[config.mk]
export PLATFORM = sky130hd
export DESIGN_NAME = guardian_array
export DESIGN_NICKNAME = d
export VERILOG_FILES = /design/src/rtl/guardian_array.sv
export SDC_FILE = /design/constraint.sdc
export NUM_CORES = 1
export LEC_CHECK = 0
export ABC_CLOCK_PERIOD_IN_PS = 7960
export BUFFER_PORTS_ARGS = -buffer_cell sky130_fd_sc_hd__buf_2
export CAP_MARGIN = 5
export CELL_PAD_IN_SITES_DETAIL_PLACEMENT = 0
export CELL_PAD_IN_SITES_GLOBAL_PLACEMENT = 1
export CORE_MARGIN = 3
export CORE_UTILIZATION = 48
export DETAILED_ROUTE_END_ITERATION = 7
export GPL_TIMING_DRIVEN = 0
export HOLD_SLACK_MARGIN = 0.03
export PLACE_DENSITY = 0.79
export SYNTH_ARGS = -nofsm -noshare
export SYNTH_HDL_FRONTEND = slang
export SYNTH_SLANG_ARGS = --single-unit
[constraint.sdc]
create_clock -name clk -period 7.96 [get_ports clk]
set_input_delay 1.194 -clock clk [delete_from_list [all_inputs] [get_ports clk]]
set_output_delay 1.194 -clock clk [all_outputs]
set_load 0.01 [all_outputs]
[src/rtl/guardian_array.sv]
`default_nettype none
// ============================================================================
// Module   : guardian_array
// Purpose  : N_CH-channel sensor anomaly monitor. Each channel tracks an EWMA
//            baseline and runs a NORMAL/SUSPECT/ALERT/COOLDOWN detector with
//            persistence and hysteresis. Confirmed alerts are serialised onto
//            one valid/ready stream by a round-robin arbiter.
// Revision : 1.0 - initial release
// ============================================================================
module guardian_array #(
    parameter int          N_CH     = 4,
    parameter int          DW       = 12,
    parameter int          SHIFT    = 3,
    parameter int          THRESH   = 64,
    parameter int          PERSIST  = 3,
    parameter int          COOLDOWN = 16,
    parameter logic [15:0] BLOCK_ID = 16'h0000
) (
    input  logic                    clk,
    input  logic                    rst,
    input  logic                    enable,
    input  logic                    sample_valid,
    input  logic [N_CH*DW-1:0]      sample_data,
    output logic                    alert_valid,
    input  logic                    alert_ready,
    output logic [$clog2(N_CH)-1:0] alert_ch,
    output logic [DW-1:0]           alert_score,
    output logic [15:0]             block_id,
    output logic [2*N_CH-1:0]       ch_state,
    output logic [7:0]              overrun_count
);

    localparam int CW = $clog2(N_CH);
    localparam int PW = $clog2(PERSIST + 1);
    localparam int TW = $clog2(COOLDOWN + 1);

    localparam logic [DW-1:0] c_thresh = DW'(THRESH);
    localparam logic [DW-1:0] c_half   = DW'(THRESH / 2);

    typedef enum logic [1:0] {
        ST_NORMAL   = 2'd0,
        ST_SUSPECT  = 2'd1,
        ST_ALERT    = 2'd2,
        ST_COOLDOWN = 2'd3
    } state_t;

    logic              w_accept;
    logic              w_load;
    logic              w_found;
    logic [CW-1:0]     w_sel;
    logic [CW-1:0]     w_idx;
    int                w_tmp;
    logic [N_CH-1:0]   w_pending;
    logic [N_CH-1:0]   w_grant;
    logic [N_CH-1:0]   w_ovr;
    logic [DW-1:0]     w_scores [N_CH];
    logic [4:0]        w_ovr_add;
    logic [8:0]        w_ovr_sum;

    logic              r_valid;
    logic [CW-1:0]     r_ch;
    logic [DW-1:0]     r_score;
    logic [CW-1:0]     r_last;
    logic [7:0]        r_ovr;

    assign w_accept      = sample_valid & enable;
    // A new record may be loaded when the output is empty or being consumed.
    assign w_load        = ~r_valid | alert_ready;
    assign alert_valid   = r_valid;
    assign alert_ch      = r_ch;
    assign alert_score   = r_score;
    assign overrun_count = r_ovr;
    assign block_id      = BLOCK_ID;

    for (genvar k = 0; k < N_CH; k++) begin : g_ch
        logic [DW-1:0]      w_s;
        logic signed [DW:0] w_diff;
        logic [DW-1:0]      w_delta;
        logic [DW-1:0]      w_step;
        logic               w_hi;
        logic               w_mid;
        logic               w_enter;

        state_t             r_state;
        logic [DW-1:0]      r_base;
        logic               r_primed;
        logic [PW-1:0]      r_cnt;
        logic [TW-1:0]      r_timer;
        logic               r_pending;
        logic [DW-1:0]      r_score_ch;

        assign w_s     = sample_data[k*DW +: DW];
        assign w_diff  = $signed({1'b0, w_s}) - $signed({1'b0, r_base});
        assign w_delta = w_diff[DW] ? DW'(-w_diff) : w_diff[DW-1:0];
        // Arithmetic shift rounds toward -inf; the sum stays between b and s.
        assign w_step  = DW'(w_diff >>> SHIFT);
        assign w_hi    = (w_delta > c_thresh);
        assign w_mid   = (w_delta > c_half);

        // Any transition into ALERT on this sample raises a new alert.
        assign w_enter = w_accept & r_primed & w_hi &
                         (((r_state == ST_NORMAL) && (PERSIST == 1)) ||
                          ((r_state == ST_SUSPECT) && (r_cnt == PW'(PERSIST - 1))) ||
                          (r_state == ST_COOLDOWN));

        assign w_pending[k]  = r_pending;
        assign w_scores[k]   = r_score_ch;
        assign w_ovr[k]      = w_enter & r_pending & ~w_grant[k];
        assign ch_state[2*k +: 2] = r_state;

        // Per-channel detector: baseline, FSM, cooldown timer, pending alert.
        // The baseline only follows samples that keep the channel in
        // NORMAL/COOLDOWN, so an excursion never pulls its own reference.
        always_ff @(posedge clk or posedge rst) begin
            if (rst) begin
                r_state    <= ST_NORMAL;
                r_base     <= '0;
                r_primed   <= 1'b0;
                r_cnt      <= '0;
                r_timer    <= '0;
                r_pending  <= 1'b0;
                r_score_ch <= '0;
            end else begin
                if (w_accept && !r_primed) begin
                    r_base   <= w_s;
                    r_primed <= 1'b1;
                end else begin
                    case (r_state)
                        ST_NORMAL: begin
                            if (w_accept) begin
                                if (w_hi) begin
                                    if (PERSIST == 1) begin
                                        r_state <= ST_ALERT;
                                        r_cnt   <= '0;
                                    end else begin
                                        r_state <= ST_SUSPECT;
                                        r_cnt   <= PW'(1);
                                    end
                                end else begin
                                    r_base <= r_base + w_step;
                                end
                            end
                        end
                        ST_SUSPECT: begin
                            if (w_accept) begin
                                if (!w_hi) begin
                                    r_state <= ST_NORMAL;
                                    r_cnt   <= '0;
                                end else if (r_cnt == PW'(PERSIST - 1)) begin
                                    r_state <= ST_ALERT;
                                    r_cnt   <= '0;
                                end else begin
                                    r_cnt <= r_cnt + 1'b1;
                                end
                            end
                        end
                        ST_ALERT: begin
                            if (w_accept && !w_mid) begin
                                r_state <= ST_COOLDOWN;
                                r_timer <= TW'(COOLDOWN);
                            end
                        end
                        default: begin
                            if (w_accept && w_hi) begin
                                r_state <= ST_ALERT;
                                r_timer <= '0;
                            end else begin
                                if (w_accept) begin
                                    r_base <= r_base + w_step;
                                end
                                if (enable) begin
                                    if (r_timer <= TW'(1)) begin
                                        r_state <= ST_NORMAL;
                                        r_timer <= '0;
                                    end else begin
                                        r_timer <= r_timer - 1'b1;
                                    end
                                end
                            end
                        end
                    endcase
                end
                // A fresh entry wins over the grant that clears the bit.
                if (w_enter) begin
                    r_pending  <= 1'b1;
                    r_score_ch <= w_delta;
                end else if (w_grant[k]) begin
                    r_pending <= 1'b0;
                end
            end
        end
    end

    // Round-robin pick: first pending channel after the last granted one.
    always_comb begin
        w_found = 1'b0;
        w_sel   = '0;
        w_tmp   = 0;
        w_idx   = '0;
        for (int i = 1; i <= N_CH; i++) begin
            w_tmp = (int'(r_last) + i) % N_CH;
            w_idx = CW'(w_tmp);
            if (!w_found && w_pending[w_idx]) begin
                w_found = 1'b1;
                w_sel   = w_idx;
            end
        end
    end

    // One-hot grant, only when the output register actually loads.
    always_comb begin
        w_grant = '0;
        if (w_load && w_found) begin
            w_grant[w_sel] = 1'b1;
        end
    end

    // Number of unserved alerts overwritten on this clock.
    always_comb begin
        w_ovr_add = '0;
        for (int i = 0; i < N_CH; i++) begin
            w_ovr_add = w_ovr_add + 5'(w_ovr[i]);
        end
        w_ovr_sum = {1'b0, r_ovr} + {4'b0000, w_ovr_add};
    end

    // Output record register and saturating overrun counter.
    always_ff @(posedge clk or posedge rst) begin
        if (rst) begin
            r_valid <= 1'b0;
            r_ch    <= '0;
            r_score <= '0;
            r_last  <= CW'(N_CH - 1);
            r_ovr   <= '0;
        end else begin
            if (w_load) begin
                r_valid <= w_found;
                if (w_found) begin
                    r_ch    <= w_sel;
                    r_score <= w_scores[w_sel];
                    r_last  <= w_sel;
                end
            end
            r_ovr <= (w_ovr_sum > 9'd255) ? 8'hFF : w_ovr_sum[7:0];
        end
    end

endmodule
`default_nettype wire
==> metrics.yaml, run 1 <==
wl_per_cell_um: 16.9
initial_core_util_pct: 49.1
die_h_um: 181
route.detailed.drc: 0
antenna_left: 0
netlist_area_um2: 14700
io_pins: 100
period_needed_ps: 7340
vias: 12700
synth_cell_types: 100
r2r_start: "g_ch[0].r_base[0]"
dpl-instance-area_um2: 15700
cts_tree: "done"
yosysWarnings: 0
rows: 63
antenna_found_initial: 0
max_clock_freq_mhz: 136
seq_area_frac_synth_pct: 28.1
coreArea_um2: 30000
synth_adder_area_share_pct: 12.2
synthArstFlopShare_pct: 100
crit_type: "in -> reg"
mostFrequentLayoutCells: "163 x dfrtp_1, 147 x inv_1, 134 x nor2_1"
rsz0062_at_grt: "false"
synth.avg_cell_area_um2: 8.58
utilization_pct: 54.4
grt_max_degree: 89
outcome: "finished clean"
dp_hpwl_um: 28900
crit_path_start_kind: "primary input"
slew_headroom_pct: 22.8
rr_worst_depth: 20
final_nets: 2020
grt_pass1_vias: 12500
synth.area.mux_share_pct: 8.44
synth_compound_area_share_pct: 22.4
cts-htree-levels: 4
grt_pass1_wl_um: 62500
hp-class: "reg -> reg"
die_w_um: 181
cts_buffers: 17
crit_required_ps: 8320
drive_gt1_share_pct: 12.5
nFillCells: 2873
fin_crit_sh_pct: 92.2
root_buffer: "clkbuf_16"
synth_flop_cell: "dfrtp_1"
synth_top_family_by_area: "compound AO/OA/AOI/OAI gates"
design_area_um2: 16300
skew_ps: 13.0
worst_pin_slew_ps: 1140
crit_fanout: 10
hold_start: "alert_ch[1]"
port_buffers: 82
r2r_end: "overrun_count[4]"
synth_edf_count: 0
first_pass_iters: 5
cts.sinks: 165
ys_ff_latch: 165
overflow: 0
slew_viol_final: 0
cp.arrival_ps: 7700
synthCells: 1715
dieArea_um2: 32800
maxCapViolCount: 0
final_common_cell: "dfrtp_1"
wirelength_um: 37700
grtUsageTotal_pct: 23.0
worst_setup_path_end_kind: "flip-flop"
syn_to_final_growth_pct: 10.9
cts_buffer_depth: 2
insertion_delay_ps: 460
ctsResizeCount: 0
cts_hold_buf: 0
via_per_inst: 5.69
hold_end: "alert_ch[1]"
synth-simple-area-share_pct: 15.9
r2r_slack_ps: 1070
drt_iter0_markers: 774
seq_area_um2: 4130
multi_input_area_um2: 9670
n_antenna_cell: 0
cts_post_setup_buffers_inserted: 0
min_path_cells: 2
hold_violations: 0
clk_pin_slew_ps: 80
gp_congestion: 0.825
setup_viol: 0
synthXorXnorAreaFrac_pct: 6.36
registers in the layout, summed over array words and instances, names as in the netlist:
register         count
overrun_count        8
g_ch.r_primed        4
alert_ch             2
g_ch.r_cnt           8
g_ch.r_timer        20
alert_score         12
g_ch.r_base         48
g_ch.r_score_ch     48
r_last               2
alert_valid          1
g_ch.r_state         8
g_ch.r_pending       4
synth_stat cells, types with 20 or more instances:
| master | number | area [um^2] |
|---|---|---|
| nand2b_1 | 24 | 150 |
| mux2_2 | 45 | 507 |
| o21ai_0 | 101 | 505 |
| clkbuf_1 | 45 | 169 |
| nand3_1 | 35 | 175 |
| nor2_1 | 134 | 503 |
| a21oi_1 | 119 | 596 |
| mux2i_1 | 70 | 701 |
| a211oi_1 | 20 | 150 |
| dfrtp_1 | 163 | 4080 |
| ha_1 | 124 | 1550 |
| a21o_1 | 50 | 375 |
| inv_1 | 148 | 556 |
| nor3_1 | 28 | 140 |
| xor2_1 | 23 | 201 |
| nand2_1 | 123 | 462 |
| xnor2_1 | 82 | 718 |
| a31oi_1 | 28 | 175 |
critical path, cell delays in order:
cell       delay (ps)
buf_2              90
inv_1              40
ha_1              230
fa_1              400
nand2b_1          210
a21oi_1           180
xnor2_1           270
clkinv_1          370
nor4_4            520
o2111ai_1         330
and3b_1           260
o32ai_1           530
or2_2             200
buf_4             180
nand3_1           240
or3_1             510
fa_1              540
inv_1              60
fa_1              450
fa_1              490
and3_1            210
o21a_1            160
area by class of cell:
cell class	instances	area share, %
Multi-Input combinational cell	1334	59.3
Sequential cell	165	25.3
Tap cell	390	2.99
Clock inverter	15	1.13
Timing Repair Buffer	83	2.69
Clock buffer	17	2.61
Buffer	76	2.36
Inverter	155	3.61
cell families after synthesis:
logic type	count (synthesis)
adder cells (fa/ha/maj)	137
AO/OA/AOI/OAI	489
AND/OR/NAND/NOR	468
flip-flops	165
other	1
buffers and inverters	231
multiplexers	118
XOR/XNOR	106
how the worst max path moves through the flow:
stage,endpoint,startpoint,slack (ps)
after global placement,g_ch[1].r_base[7],rst,-50
after CTS,overrun_count[4],sample_data[0],650
final,overrun_count[4],sample_data[0],620
after floorplan,overrun_count[4],sample_data[0],1370
after global routing,overrun_count[4],sample_data[0],220
after detailed placement,overrun_count[4],sample_data[0],200
through the flow:
stage | cells | setup TNS [ps] | hold WS, ps | setup WS, ps
CTS | 2235 | 0 | 478 | 654
global route | 2235 | 0 | 521 | 220
detailed placement | 2203 | 0 | 460 | 196
finish | 2235 | 0 | 476 | 621
global placement | 2202 | -5180 | 463 | -51.4
floorplan | 1730 | 0 | 470 | 1370
layer usage:
| metal | up-vias | GRT usage [%] | share of wire, % | wire, um |
|---|---|---|---|---|
| li1 | 6394 | - | - | - |
| met1 | 6052 | 30.8 | 48 | 18000 |
| met2 | 226 | 39.1 | 47 | 17800 |
| met3 | 35 | 3.10 | 3.4 | 1270 |
| met4 | 0 | 6.19 | 1.9 | 699 |
| met5 | - | 0 | 0 | 0 |
Power of run 1 is left out: the tool's default activity adds up to more than one toggle a clock period on the data nets, which glitch-free logic cannot reach.
==> run 2, diff against run 1 <==
--- a/config.mk
+++ b/config.mk
@@ -10,10 +10,9 @@
 export CAP_MARGIN = 5
 export CELL_PAD_IN_SITES_DETAIL_PLACEMENT = 0
 export CELL_PAD_IN_SITES_GLOBAL_PLACEMENT = 1
-export CORE_MARGIN = 3
+export CORE_MARGIN = 2
 export CORE_UTILIZATION = 48
 export DETAILED_ROUTE_END_ITERATION = 7
-export GPL_TIMING_DRIVEN = 0
 export HOLD_SLACK_MARGIN = 0.03
 export PLACE_DENSITY = 0.79
 export SYNTH_ARGS = -nofsm -noshare
==> run 2 against run 1 <==
Global-route usage is 0.55 points lower. Count of clock-buffer cells in the layout up 2. Cell area down 2.1%. Worst setup slack improved by 360 ps. Sequential share of layout area is 0.54 points higher. Die area is 2.2% lower. Wire length fell by 6.4%. First-iteration DRC count is 5.8% lower. Cell count decreased by 2.5%. Clock skew down 1.7 ps.
==> metrics.yaml, run 2 (same netlist as run 1, synthesis figures left out) <==
fin_crit_sh_pct: 87.7
cp.arrival_ps: 7310
wl_met2_um: 16600
worst_pin_slew_ps: 1140
n_antenna_cell: 0
slew_headroom_pct: 23.4
coreArea_um2: 30300
grt_pass1_wl_um: 57800
dieArea_um2: 32100
drive_gt1_share_pct: 12.3
clk_pin_slew_ps: 70
max_clock_freq_mhz: 143
antenna_found_initial: 0
ctsResizeCount: 0
cts_buffer_depth: 2
slew_viol_final: 0
port_buffers: 83
cts_buffers: 17
wl_per_cell_um: 16.2
outcome: "finished clean"
wl_met3_um: 1090
final_common_cell: "dfrtp_1"
die_w_um: 179
crit_path_start_kind: "primary input"
rsz0062_at_grt: "false"
route.detailed.drc: 0
cts_tree: "done"
crit_fanout: 10
crit_type: "in -> reg"
syn_to_final_growth_pct: 8.57
grt_pass1_vias: 11800
first_pass_iters: 6
gp_congestion: 0.853
wirelength_um: 35400
drt_iter0_markers: 729
root_buffer: "clkbuf_16"
cts.sinks: 165
setup_viol: 0
worst_setup_path_end_kind: "flip-flop"
dp_hpwl_um: 27200
instances_no_fill: 2180
die_h_um: 179
grtUsageTotal_pct: 22.4
cts_hold_buf: 0
crit_required_ps: 8290
initial_core_util_pct: 48.5
vias: 12400
grt_max_degree: 80
fin_tns_setup_ps: 0
met1_length_um: 17200
period_needed_ps: 6980
via_per_inst: 5.71
maxCapViolCount: 0
largest_registers: "g_ch.r_base (48), g_ch.r_score_ch (48), g_ch.r_timer (20)"
final_nets: 1960
overflow: 0
cts-htree-levels: 4
insertion_delay_ps: 450
mostFrequentLayoutCells: "163 x dfrtp_1, 147 x inv_1, 133 x nor2_1"
skew_ps: 11.3
antenna_left: 0
cts_post_setup_buffers_inserted: 0
hold_violations: 0
io_pins: 100
hp-class: "reg -> reg"
top_layer: "met4"
timing.hold.ws_ps: 479
place_inst: 2149
rows: 64
run 2: cell types whose count changed in the layout (fill, tap and decap cells not counted), moves of 2 or more:
cell / previous run / this run
buf_1: 3 / 0
buf_2: 89 / 83
buf_4: 18 / 16
buf_6: 3 / 0
clkbuf_1: 45 / 1
clkinv_4: 0 / 3
clkinv_8: 4 / 0
clkinvlp_4: 2 / 4
inv_8: 4 / 0
run 2: path summary, 6_finish.rpt:
kind                                      end         startpoint  slack, ps  depth (start not counted)
setup / recovery             overrun_count[4]     sample_data[0]        980                         21
hold / removal                 alert_score[5]     alert_score[5]        480                          2
setup reg to reg             overrun_count[4]  g_ch[0].r_base[0]       1440                         19
hold reg to reg                alert_score[5]     alert_score[5]        480                          2
max in group asynchronous  g_ch[1].r_timer[1]                rst       5350                          4
min in group asynchronous   g_ch[2].r_base[9]                rst        900                          2
run 2: layout make-up:
cell class,instances,area [um^2]
Clock buffer,19,443
Clock inverter,12,96.3
Fill cell,2957,14400
Inverter,155,587
Multi-Input combinational cell,1334,9680
Sequential cell,165,4130
Tap cell,396,495
Timing Repair Buffer,99,536
run 2: metal layers:
metal	track usage, %	vias to the layer above
met2	37.9	192
met5	0	-
met4	5.22	0
met3	3.33	31
li1	-	6258
met1	30.2	5962
run 2: metrics by stage:
step | instance area, um^2 | utilization [%] | setup slack [ps]
2_1_floorplan | 14800 | - | 1370
3_3_place_gp | 15400 | 50.8 | 794
3_5_place_dp | 15400 | 50.8 | 633
5_1_grt | 16000 | 52.6 | 598
6_report | 16000 | 52.6 | 979
4_1_cts | 16000 | 52.6 | 1090
run 2: critical path, cell delays in order:
cell and delay [ps]:
buf_2 90, inv_1 40, ha_1 220, fa_1 400, nand2b_1 200, a21oi_1 200, xnor2_1 260, clkinv_1 310
nor4_4 510, o2111ai_1 310, and3b_1 250, o32ai_1 400, or2_2 320, nand3_1 200, or3_1 490, fa_1 530
inv_1 60, fa_1 460, fa_1 500, and3_1 210, o21a_1 160
Power of run 2 is left out for the same reason.
